**src/rtl/fix_session_top.sv**
```systemverilog
`default_nettype none
// +-----------------------------------------------------------------------------+
// | Module   : fix_session_top                                                  |
// | Purpose  : FIX session initiator: Logon/Heartbeat/Logout byte serialiser    |
// |            with transmit-ack tracking and received-message handling.        |
// | Revision : 1.0  initial release                                             |
// +-----------------------------------------------------------------------------+
module fix_session_top (
    input  logic         clk,
    input  logic         rst,
    input  logic         configure_i,
    input  logic         start_i,
    input  logic         end_session_i,
    input  logic         connected_i,
    input  logic [1:0]   connectType_i,
    input  logic [7:0]   reconnectInt_i,
    input  logic [15:0]  starttime_i,
    input  logic [15:0]  endtime_i,
    input  logic [5:0]   beginstring_i,
    input  logic [5:0]   defaultApplVerId_i,
    input  logic [255:0] senderCompId_i,
    input  logic [255:0] targetCompId_i,
    input  logic [15:0]  hostAddr_i,
    input  logic [7:0]   heartBeatInt_i,
    input  logic [63:0]  sizeSenderId_i,
    input  logic [63:0]  sizeTargetId_i,
    input  logic [63:0]  sizeHeartBeat_i,
    input  logic         response_received_i,
    input  logic [2:0]   packet_status_i,
    input  logic         new_message_r_i,
    input  logic [2:0]   received_msg_type_i,
    output logic         connect_o,
    output logic         send_message_o,
    output logic         disconnect_o,
    output logic         ignore_o,
    output logic [7:0]   data_o
);

    typedef enum logic [2:0] {
        S_IDLE     = 3'd0,
        S_CONNECT  = 3'd1,
        S_SEND     = 3'd2,
        S_WAIT_ACK = 3'd3,
        S_ACTIVE   = 3'd4,
        S_CLOSE    = 3'd5
    } state_t;

    typedef enum logic [1:0] {
        M_LOGON  = 2'd0,
        M_HB     = 2'd1,
        M_LOGOUT = 2'd2
    } msg_t;

    state_t         state_q;
    msg_t           msg_q;
    logic           configured_q;
    logic [1:0]     conn_type_q;
    logic [7:0]     reconnect_q;
    logic [15:0]    starttime_q;
    logic [15:0]    endtime_q;
    logic [5:0]     beginstr_q;
    logic [5:0]     applver_q;
    logic [15:0]    host_q;
    logic [255:0]   sender_q;
    logic [255:0]   target_q;
    logic [7:0]     hb_q;
    logic [63:0]    mask_s_q;
    logic [63:0]    mask_t_q;
    logic [63:0]    mask_h_q;

    // Per-frame snapshot so a mid-session configure only affects the next frame.
    logic [255:0]   snd_f_q;
    logic [255:0]   tgt_f_q;
    logic [7:0]     hb_f_q;
    logic [5:0]     ns_q;
    logic [5:0]     nt_q;
    logic           nh_q;

    logic           ack_q;
    logic [2:0]     ack_st_q;
    logic           pend_q;
    logic [2:0]     pend_type_q;
    logic [1:0]     retry_q;
    logic [1:0]     seg_q;
    logic [5:0]     pos_q;
    logic           last_q;
    logic           connect_q;
    logic           send_q;
    logic           disconnect_q;
    logic           ignore_q;
    logic [7:0]     data_q;

    logic [7:0]     byte_d;
    logic [1:0]     seg_d;
    logic [5:0]     pos_d;
    logic           last_d;
    logic [5:0]     prefix_len;
    logic [5:0]     fld_len;
    logic [5:0]     seg_len;
    logic [5:0]     fld_idx;
    logic [1:0]     last_seg;

    logic           close_req;
    logic           start_new;
    logic           resend;
    logic           to_active;
    logic           pend_take;
    logic           pend_drop;
    msg_t           new_msg;

    function automatic logic [5:0] therm_len(input logic [31:0] m);
        logic [5:0] n;
        logic       run;
        n   = 6'd0;
        run = 1'b1;
        for (int i = 0; i < 32; i++) begin
            if (run && m[i]) n = n + 6'd1;
            else             run = 1'b0;
        end
        return n;
    endfunction

    // Segments: 0 "35=" T, 1 "49=" sender, 2 "56=" target, 3 "108=" hb; each ends in SOH.
    always_comb begin
        prefix_len = (seg_q == 2'd3) ? 6'd4 : 6'd3;
        case (seg_q)
            2'd0:    fld_len = 6'd1;
            2'd1:    fld_len = ns_q;
            2'd2:    fld_len = nt_q;
            default: fld_len = {5'd0, nh_q};
        endcase
        seg_len  = prefix_len + fld_len + 6'd1;
        fld_idx  = fld_len - 6'd1 - (pos_q - prefix_len);
        last_seg = (msg_q == M_LOGON) ? 2'd3 : 2'd2;
        byte_d   = 8'h01;
        if (pos_q < prefix_len) begin
            case ({seg_q, pos_q[1:0]})
                4'b00_00: byte_d = "3";
                4'b00_01: byte_d = "5";
                4'b01_00: byte_d = "4";
                4'b01_01: byte_d = "9";
                4'b10_00: byte_d = "5";
                4'b10_01: byte_d = "6";
                4'b11_00: byte_d = "1";
                4'b11_01: byte_d = "0";
                4'b11_10: byte_d = "8";
                default:  byte_d = "=";
            endcase
        end else if (pos_q < prefix_len + fld_len) begin
            case (seg_q)
                2'd0: begin
                    case (msg_q)
                        M_LOGON: byte_d = 8'h41;
                        M_HB:    byte_d = 8'h30;
                        default: byte_d = 8'h35;
                    endcase
                end
                2'd1:    byte_d = snd_f_q[{fld_idx[4:0], 3'b000} +: 8];
                2'd2:    byte_d = tgt_f_q[{fld_idx[4:0], 3'b000} +: 8];
                default: byte_d = hb_f_q;
            endcase
        end
        if (pos_q == seg_len - 6'd1) begin
            pos_d  = 6'd0;
            seg_d  = seg_q + 2'd1;
            last_d = (seg_q == last_seg);
        end else begin
            pos_d  = pos_q + 6'd1;
            seg_d  = seg_q;
            last_d = 1'b0;
        end
    end

    // Action decode, ordered: link loss, end request, ack, pending message.
    always_comb begin
        close_req = 1'b0;
        start_new = 1'b0;
        resend    = 1'b0;
        to_active = 1'b0;
        pend_take = 1'b0;
        pend_drop = 1'b0;
        new_msg   = M_LOGON;
        case (state_q)
            S_CONNECT: begin
                if (end_session_i)    close_req = 1'b1;
                else if (connected_i) start_new = 1'b1;
            end
            S_SEND: begin
                if (!connected_i) close_req = 1'b1;
            end
            S_WAIT_ACK: begin
                if (!connected_i) begin
                    close_req = 1'b1;
                end else if (ack_q) begin
                    if (ack_st_q == 3'b001) begin
                        if (msg_q == M_LOGOUT) close_req = 1'b1;
                        else                   to_active = 1'b1;
                    end else if (ack_st_q == 3'b010 && retry_q != 2'd3) begin
                        resend = 1'b1;      // original + three resends, fourth NACK closes
                    end else begin
                        close_req = 1'b1;
                    end
                end
            end
            S_ACTIVE: begin
                if (!connected_i) begin
                    close_req = 1'b1;
                end else if (end_session_i) begin
                    start_new = 1'b1;
                    new_msg   = M_LOGOUT;
                end else if (pend_q) begin
                    pend_take = 1'b1;
                    case (pend_type_q)
                        3'b010, 3'b011: begin start_new = 1'b1; new_msg = M_HB;     end
                        3'b100:         begin start_new = 1'b1; new_msg = M_LOGOUT; end
                        default:        pend_drop = 1'b1;
                    endcase
                end
            end
            default: ;
        endcase
    end

    always_ff @(posedge clk or negedge rst) begin
        if (!rst) begin
            state_q      <= S_IDLE;
            msg_q        <= M_LOGON;
            configured_q <= 1'b0;
            conn_type_q  <= 2'd0;
            reconnect_q  <= 8'd0;
            starttime_q  <= 16'd0;
            endtime_q    <= 16'd0;
            beginstr_q   <= 6'd0;
            applver_q    <= 6'd0;
            host_q       <= 16'd0;
            sender_q     <= 256'd0;
            target_q     <= 256'd0;
            hb_q         <= 8'd0;
            mask_s_q     <= 64'd0;
            mask_t_q     <= 64'd0;
            mask_h_q     <= 64'd0;
            snd_f_q      <= 256'd0;
            tgt_f_q      <= 256'd0;
            hb_f_q       <= 8'd0;
            ns_q         <= 6'd0;
            nt_q         <= 6'd0;
            nh_q         <= 1'b0;
            ack_q        <= 1'b0;
            ack_st_q     <= 3'd0;
            pend_q       <= 1'b0;
            pend_type_q  <= 3'd0;
            retry_q      <= 2'd0;
            seg_q        <= 2'd0;
            pos_q        <= 6'd0;
            last_q       <= 1'b0;
            connect_q    <= 1'b0;
            send_q       <= 1'b0;
            disconnect_q <= 1'b0;
            ignore_q     <= 1'b0;
            data_q       <= 8'h00;
        end else begin
            disconnect_q <= 1'b0;
            ignore_q     <= 1'b0;
            if (configure_i) begin
                configured_q <= 1'b1;
                conn_type_q  <= connectType_i;
                reconnect_q  <= reconnectInt_i;
                starttime_q  <= starttime_i;
                endtime_q    <= endtime_i;
                beginstr_q   <= beginstring_i;
                applver_q    <= defaultApplVerId_i;
                host_q       <= hostAddr_i;
                sender_q     <= senderCompId_i;
                target_q     <= targetCompId_i;
                hb_q         <= heartBeatInt_i;
                mask_s_q     <= sizeSenderId_i;
                mask_t_q     <= sizeTargetId_i;
                mask_h_q     <= sizeHeartBeat_i;
            end
            if ((state_q == S_SEND || state_q == S_WAIT_ACK) && response_received_i) begin
                ack_q    <= 1'b1;
                ack_st_q <= packet_status_i;
            end
            if (new_message_r_i) begin
                if (state_q == S_IDLE || pend_q) begin
                    ignore_q <= 1'b1;
                end else begin
                    pend_q      <= 1'b1;
                    pend_type_q <= received_msg_type_i;
                end
            end
            if (pend_take) pend_q   <= 1'b0;
            if (pend_drop) ignore_q <= 1'b1;

            case (state_q)
                S_IDLE: begin
                    if (start_i && configured_q) begin
                        state_q   <= S_CONNECT;
                        connect_q <= 1'b1;
                    end
                end
                S_SEND: begin
                    if (last_q) begin
                        state_q <= S_WAIT_ACK;
                        send_q  <= 1'b0;
                        last_q  <= 1'b0;
                    end else begin
                        data_q <= byte_d;
                        seg_q  <= seg_d;
                        pos_q  <= pos_d;
                        last_q <= last_d;
                    end
                end
                S_WAIT_ACK: begin
                    if (to_active) begin
                        state_q <= S_ACTIVE;
                        ack_q   <= 1'b0;
                    end
                end
                S_CLOSE: begin
                    disconnect_q <= 1'b1;
                    ack_q        <= 1'b0;
                    pend_q       <= 1'b0;
                    retry_q      <= 2'd0;
                    last_q       <= 1'b0;
                    state_q      <= S_IDLE;
                end
                default: ;
            endcase

            // The first byte of every frame is the constant '3', so it needs no snapshot.
            if (start_new || resend) begin
                state_q   <= S_SEND;
                connect_q <= 1'b0;
                send_q    <= 1'b1;
                data_q    <= 8'h33;
                seg_q     <= 2'd0;
                pos_q     <= 6'd1;
                last_q    <= 1'b0;
                ack_q     <= 1'b0;
            end
            if (start_new) begin
                msg_q   <= new_msg;
                retry_q <= 2'd0;
                snd_f_q <= sender_q;
                tgt_f_q <= target_q;
                hb_f_q  <= hb_q;
                ns_q    <= therm_len(mask_s_q[31:0]);
                nt_q    <= therm_len(mask_t_q[31:0]);
                nh_q    <= mask_h_q[0];
            end
            if (resend) retry_q <= retry_q + 2'd1;
            if (close_req) begin
                state_q   <= S_CLOSE;
                connect_q <= 1'b0;
                send_q    <= 1'b0;
                last_q    <= 1'b0;
            end
        end
    end

    assign connect_o      = connect_q;
    assign send_message_o = send_q;
    assign disconnect_o   = disconnect_q;
    assign ignore_o       = ignore_q;
    assign data_o         = data_q;

    logic unused_cfg;
    assign unused_cfg = ^{conn_type_q, reconnect_q, starttime_q, endtime_q, beginstr_q,
                          applver_q, host_q, mask_s_q[63:32], mask_t_q[63:32],
                          mask_h_q[63:1], fld_idx[5]};

endmodule
`default_nettype wire

```
**config.mk**
```make
export PLATFORM = sky130hd
export DESIGN_NAME = fix_session_top
export DESIGN_NICKNAME = d
export VERILOG_FILES = /design/src/rtl/fix_session_top.sv
export SDC_FILE = /design/constraint.sdc
export NUM_CORES = 2
export LEC_CHECK = 0
export BUFFER_PORTS_ARGS = -buffer_cell sky130_fd_sc_hd__buf_2
export CORE_ASPECT_RATIO = 0.6
export CORE_UTILIZATION = 42
export CTS_BUF_LIST = sky130_fd_sc_hd__clkbuf_4
export CTS_CLUSTER_SIZE = 14
export DETAILED_ROUTE_END_ITERATION = 12
export PLACE_DENSITY = 0.74
export SYNTH_ARGS = -nofsm -noshare
export SYNTH_HDL_FRONTEND = slang
export SYNTH_SLANG_ARGS = --single-unit
export TNS_END_PERCENT = 100
```
**constraint.sdc**
```tcl
create_clock -name clk -period 20.6 [get_ports clk]
set_input_delay 3.09 -clock clk [delete_from_list [all_inputs] [get_ports clk]]
set_output_delay 3.09 -clock clk [all_outputs]
set_load 0.02 [all_outputs]
```
Word level (Yosys, flattened, before mapping)

Memory sizes are Yosys's and may differ from the RTL's.
Cells that the tools add are included.

Register bits after elaboration: 1,155
Bits in read-only memories: 64
Bits of input ports: 796
Output and inout port bits: 12
Logic and storage cells: 560
Memories: 1

Add/subtract/negate cells: 71
Order comparisons: 2
Equality and inequality tests: 23
Shift-type cells: 2
Mux-type cells: 341
Bitwise logic cells: 1
Reduce and logical (&&, ||, !) cells: 91

Memories:

| memory          | depth | bits a word | read ports | clocked after Yosys merged registers in | write ports | RTL line | text |
|---|---|---|---|---|---|---|---|
| (no name shown) | 16    | 4           | 1          | 0                                       | 0           | 137      | `case ({seg_q, pos_q[1:0]})` |

Operator list:

| operator                                              | count |
|---|---|
| two-way mux 6 bit                                     | 128 |
| variable part select 256 x 9 -> 8 bit                 | 2 |
| adder 6 x 1 -> 6 bit, second input constant           | 64 |
| two-way mux 1 bit                                     | 182 |
| logical AND 1 bit                                     | 65 |
| two-way mux 8 bit                                     | 5 |
| one-hot mux 8 bit (3 select lines)                    | 1 |
| two-way mux 2 bit                                     | 11 |
| two-way mux 3 bit                                     | 6 |
| one-hot mux 6 bit (3 select lines)                    | 1 |
| nonzero test 3 bit                                    | 6 |
| == test 3 x 2 -> 1 bit, second input constant         | 5 |
| one-hot mux 7 bit (2 select lines)                    | 1 |
| one-hot mux 3 bit (4 select lines)                    | 1 |
| AND reduction 2 bit                                   | 5 |
| == test 3 bit, second input constant                  | 3 |
| inequality test 4 x 3 -> 1 bit, second input constant | 2 |
| adder 3 x 6 -> 6 bit                                  | 1 |
| == test 2 bit, second input constant                  | 3 |
| == test 3 x 1 -> 1 bit, second input constant         | 2 |
| == test 6 bit                                         | 1 |
| < comparator 6 x 3 -> 1 bit                           | 1 |
| < comparator 6 bit                                    | 1 |
| one-hot mux 1 bit (2 select lines)                    | 3 |
| other kinds (24)                                      | 31 |

Longest topological paths before layout

Word-level depth: 100
Depth in mapped cells: 71
Depth with buffers taken out: 71

Least setup slack after synthesis

No wires, ideal clock.

Path kind: register to register
From: register mask_t_q[2]
To: register nt_q[5]
Setup time: 135 ps
Data arrival time: 12,366 ps
Data required time: 20,465 ps
Slack: 8,100 ps
Cell stages (with the launch flop): 68
Buffers on the path: 2
Period minus slack after synthesis: 12,500 ps
Path through: dfrtp_1 -> buf_2 -> inv_1 -> a21boi_0 -> ha_1 -> o31a_1 -> ha_1 -> nand2_1 -> a31oi_1 -> ha_1 -> o21a_1 -> and2_1 -> o21bai_1 -> ha_1 -> and2_1 -> clkbuf_1 -> nor2_1 -> ha_1 -> (+32 left out) -> or3_1 -> o21ai_0 -> ha_1 -> mux2i_1 -> nor3_1 -> nor3_1 -> inv_1 -> ha_1 -> nor2_1 -> a21oi_1 -> ha_1 -> nand2_1 -> or4_1 -> a221oi_1 -> xnor3_1 -> and3_1 -> xnor3_1 -> o21ai_1

Cells in the longest elaborated chain, start to end: 89
Elaborated cells between the ends (all ways): 176
Classes of those cells: add/sub (29); mux (117); reduce/logical (30)

RTL lines:

| what                                                             | RTL line | text |
|---|---|---|
| start, declared                                                  | 68       | `logic [63:0] mask_t_q;` |
| start signal, assigned                                           | 277      | `mask_t_q <= sizeTargetId_i;` |
| logical AND 1 bit *                                              | 117      | `if (run && m[i]) n = n + 6'd1;` |
| two-way mux 6 bit / two-way mux 1 bit (equally long branches)    | 117      |  |
| two-way mux 6 bit / two-way mux 1 bit (equally long branches)    | 342      | `if (start_new) begin` |
| adder 6 x 1 -> 6 bit / logical AND 1 bit (equally long branches) | 117      |  |
| two-way mux 6 bit / two-way mux 1 bit (equally long branches)    | 117      |  |
| two-way mux 6 bit / two-way mux 1 bit (equally long branches)    | 342      |  |
| adder 6 x 1 -> 6 bit / logical AND 1 bit (equally long branches) | 117      |  |
| two-way mux 6 bit / two-way mux 1 bit (equally long branches)    | 117      |  |
| (+73 left out)                                                   | -        |  |
| adder 6 x 1 -> 6 bit / logical AND 1 bit (equally long branches) | 117      |  |
| two-way mux 6 bit / two-way mux 1 bit (equally long branches)    | 117      |  |
| two-way mux 6 bit / two-way mux 1 bit (equally long branches)    | 342      |  |
| adder 6 x 1 -> 6 bit / logical AND 1 bit (equally long branches) | 117      |  |
| two-way mux 6 bit / two-way mux 1 bit (equally long branches)    | 117      |  |
| two-way mux 6 bit / two-way mux 1 bit (equally long branches)    | 342      |  |
| adder 6 x 1 -> 6 bit / logical AND 1 bit (equally long branches) | 117      |  |
| two-way mux 6 bit *                                              | 117      |  |
| end signal, assigned                                             | 349      | `nt_q <= therm_len(mask_t_q[31:0]);` |
| end, declared                                                    | 76       | `logic [5:0] nt_q;` |

Every way passes the cells marked *; elsewhere a longest branch is shown, timed or not. The select of a mux whose other input is x is not followed.
A chain may end at the register's enable or synchronous reset.

Worst setup path after layout

Same ends and word-level chain as after synthesis.

==> summary.md <==
| Metric | Value |
|---|---|
| FILL cells | `11,360` |
| Buffers added on ports | `610` |
| Register-to-Register Path Depth | `65` |
| Critical path's top delay family | `adder cells` |
| Postcts setup bufs | `0` |
| Worst Setup SP | `mask_t_q[2]` |
| Ports | `808` |
| TritonCTS clock tree | `built` |
| Netlist Area Pre-Place | `55,560 um^2` |
| Critical-path top delay cell | `nor3_1` |
| Initial antenna violation count | `73` |
| Die area | `133,800 um^2` |
| Setup CP Type | `reg2reg` |
| H-tree depth | `5` |
| CP arrival | `15.66 ns` |
| R2r startpoint | `mask_t_q[2]` |
| Critical Path Most Common Cell | `ha_1` |
| Number of synthesis warnings | `0` |
| Max_cap viols | `0` |
| Die height | `283.7 um` |
| R2R Setup Slk | `5.90 ns` |
| CTS sink cnt | `1,155` |
| CTS buffer count | `295` |
| EDFF count, synth | `0` |
| Final Hold Vio Count | `0` |
| Final setup vio count | `0` |
| GRT Util Overall | `0.2273` |
| Via density | `5.450` |
| Number of synthesized register bits | `1,155` |
| Post-CTS sizing | `0` |
| Largest net degree at the start of global routing | `173` |
| Fin. max-slew vios | `0` |
| Final Hold Slack | `0.4235 ns` |
| Layout area overhead | `14.90%` |
| # DRC | `0` |
| Min cycle time layout | `14.70 ns` |
| Fmax | `0.06805 GHz` |
| Layout cells sized above 1 | `0.4807` |
| Post-DP HPWL | `107,800 um` |
| Worst-skew pair later-pin latency | `1.19 ns` |
| Synth top area cells | `dfrtp_1, mux2_2, mux4_2` |
| Sequential share of the synthesized area | `0.5202` |
| Row cnt | `102` |
| Fin Clk Skew | `0.1239 ns` |
| Critical Path Source Type | `flip-flop` |
| Clock Path Buffers | `4` |
| Cells after Synth | `4,116` |
| Vias in the first global route | `37,650` |
| Buffers plus inverters on the worst setup path | `6` |
| IR drop worst, VDD | `0.1182 mV` |
| WL per Instance | `22.32 um` |
| Routability cong. | `0.8912` |
| Worst Setup EP | `nt_q[5]` |
| CP endpoint kind | `flip-flop` |
| Reg2reg end | `nt_q[5]` |
| Post-synthesis cell type count | `98` |
| Worst slew pin tran | `1.267 ns` |
| Crit path largest cell delay | `0.51 ns` |
| Vias | `36,870` |
| Net Count, Synth | `5,004` |
| Worst-path fanout max | `8` |
| CP required | `21.57 ns` |
| Initial core utilization | `0.4272` |
| Tcrit/Tclk final | `0.7134` |
| Max-slew headroom | `0.1338` |
| Static Leakage | `27.93 nW` |
| ANT nets after route | `0` |
| Pwr Density | `129.8 nW/um^2` |
| Predominant post-synthesis flop cell | `dfrtp_1` |
| Routed WL | `151,100 um` |
| Yosys top cell area share | `0.5202` |
| Post-cts hold buffer count | `0` |
| Wire length of the first global-routing pass | `232,800 um` |
| Worst path depth | `65` |
| Post-Place Worst Slack | `6.139 ns` |
| Hold WC Path Type | `reg2reg` |
| DR pass1 iterations | `8` |
| RSZ-0062 raised after global routing | `false` |
| Die X | `471.6 um` |
| Avg Cell Area, Syn | `13.50 um^2` |
| Outcome | `finished clean` |
| List of most frequent post-synthesis cells | `dfrtp_1, mux2_2, nand2_1` |
| Clock transition at path regs | `0.07 ns` |
| Asr flop ratio synth | `1.000` |
| Post-layout nets | `5,727` |
| Count leader, synth | `dfrtp_1` |
| Iteration-0 DRC Markers | `2,831` |
| Core ar. | `130,000 um^2` |
| Gr ovfl total | `0` |
| Most area-hungry cell type in the Yosys netlist | `dfrtp_1` |
| Setup TNS | `0 ns` |
| Worst setup margin | `5.904 ns` |
| Root buffer cell | `clkbuf_4` |
[layer usage]
metal / track usage / vias to the layer above / wire (um)
met1: 0.3305 / 18810 / 70550
met2: 0.3330 / 1091 / 67820
met5: 0 / - / 323
li1: - / 16640 / -
met4: 0.07574 / 48 / 3446
met3: 0.05327 / 287 / 8904
[cells in the final DEF, fill, tap and decap left out, drive strengths merged, types with 9 or more instances in the layout]
cell,instances
a31oi,24
and2,19
mux2,1113
a21boi,18
ha,87
a211oi,14
a21o,12
nand4,25
xor2,44
clkbuf,401
diode,36
xnor3,11
nand2,223
nor4,17
nand3b,14
or3,12
a21oi,84
dfrtp,1155
nor3,54
buf,648
nor3b,9
and3,41
clkinv,58
inv,87
o21a,16
or2,10
nor2,145
mux2i,34
o211ai,12
a22oi,13
nor2b,27
nand3,68
mux4,160
xnor2,84
o21ai,135
nand2b,23
[state kept, by name, indices dropped and copies added (netlist names), 2 cells and up]
| name | count |
|---|---|
| seg_q | 2 |
| pos_q | 6 |
| tgt_f_q | 256 |
| data_o | 8 |
| hb_f_q | 8 |
| snd_f_q | 256 |
| msg_q | 2 |
| pend_type_q | 3 |
| nt_q | 6 |
| sender_q | 256 |
| state_q | 3 |
| retry_q | 2 |
| mask_t_q | 32 |
| hb_q | 8 |
| mask_s_q | 32 |
| ack_st_q | 3 |
| target_q | 256 |
| ns_q | 6 |
[worst min-delay path by stage]
stage | from | endpoint | slack (ns) | cells past startpoint
after floorplan | configured_q | configured_q | 0.43 | 1
after global placement | configured_q | configured_q | 0.44 | 1
after detailed placement | configured_q | configured_q | 0.45 | 1
after CTS | target_q[70] | tgt_f_q[70] | 0.44 | 1
after global routing | hb_q[6] | hb_f_q[6] | 0.47 | 1
final | sender_q[70] | snd_f_q[70] | 0.42 | 1
[where the power goes]
group / internal, W / total, W / switching, W
logic: 0.00152 / 0.00305 / 0.00153
clock network: 0.000958 / 0.00190 / 0.000942
registers: 0.00294 / 0.00334 / 0.000395
total: 0.00542 / 0.00829 / 0.00287
[through the flow]
step / area, um^2 / util / cells / total power [W]
finish: 63840 / 0.4909 / 6766 / 0.008287
global route: 63810 / 0.4907 / 6756 / 0.008779
CTS: 63750 / 0.4902 / 6730 / 0.008403
detailed placement: 60330 / 0.4639 / 6258 / 0.006459
global placement: 60330 / 0.4639 / 6258 / 0.006354
floorplan: 55560 / - / 4116 / 0.005245
[cell type report]
type,count,area [um^2],share of cell area
Antenna cell,36,90.09,0.001411
Tap cell,1716,2147,0.03363
Clock buffer,401,3010,0.04716
Sequential cell,1155,28900,0.4528
Clock inverter,71,409.1,0.006409
Multi-Input combinational cell,2660,25560,0.4003
Inverter,79,296.5,0.004645
Timing Repair Buffer,648,3426,0.05366
[logic make-up (layout without fill, tap and decap cells)]
logic type,Yosys count,count (layout),synth area share
AO/OA/AOI/OAI,401,401,0.04682
XOR/XNOR,142,142,0.02907
adder cells (fa/ha/maj),94,94,0.02175
buffers and inverters,301,1199,0.02083
flip-flops,1155,1155,0.5202
multiplexers,1307,1307,0.2966
other,0,36,0
AND/OR/NAND/NOR,716,716,0.06477
Note: power is estimated with default switching activity, not from simulation.
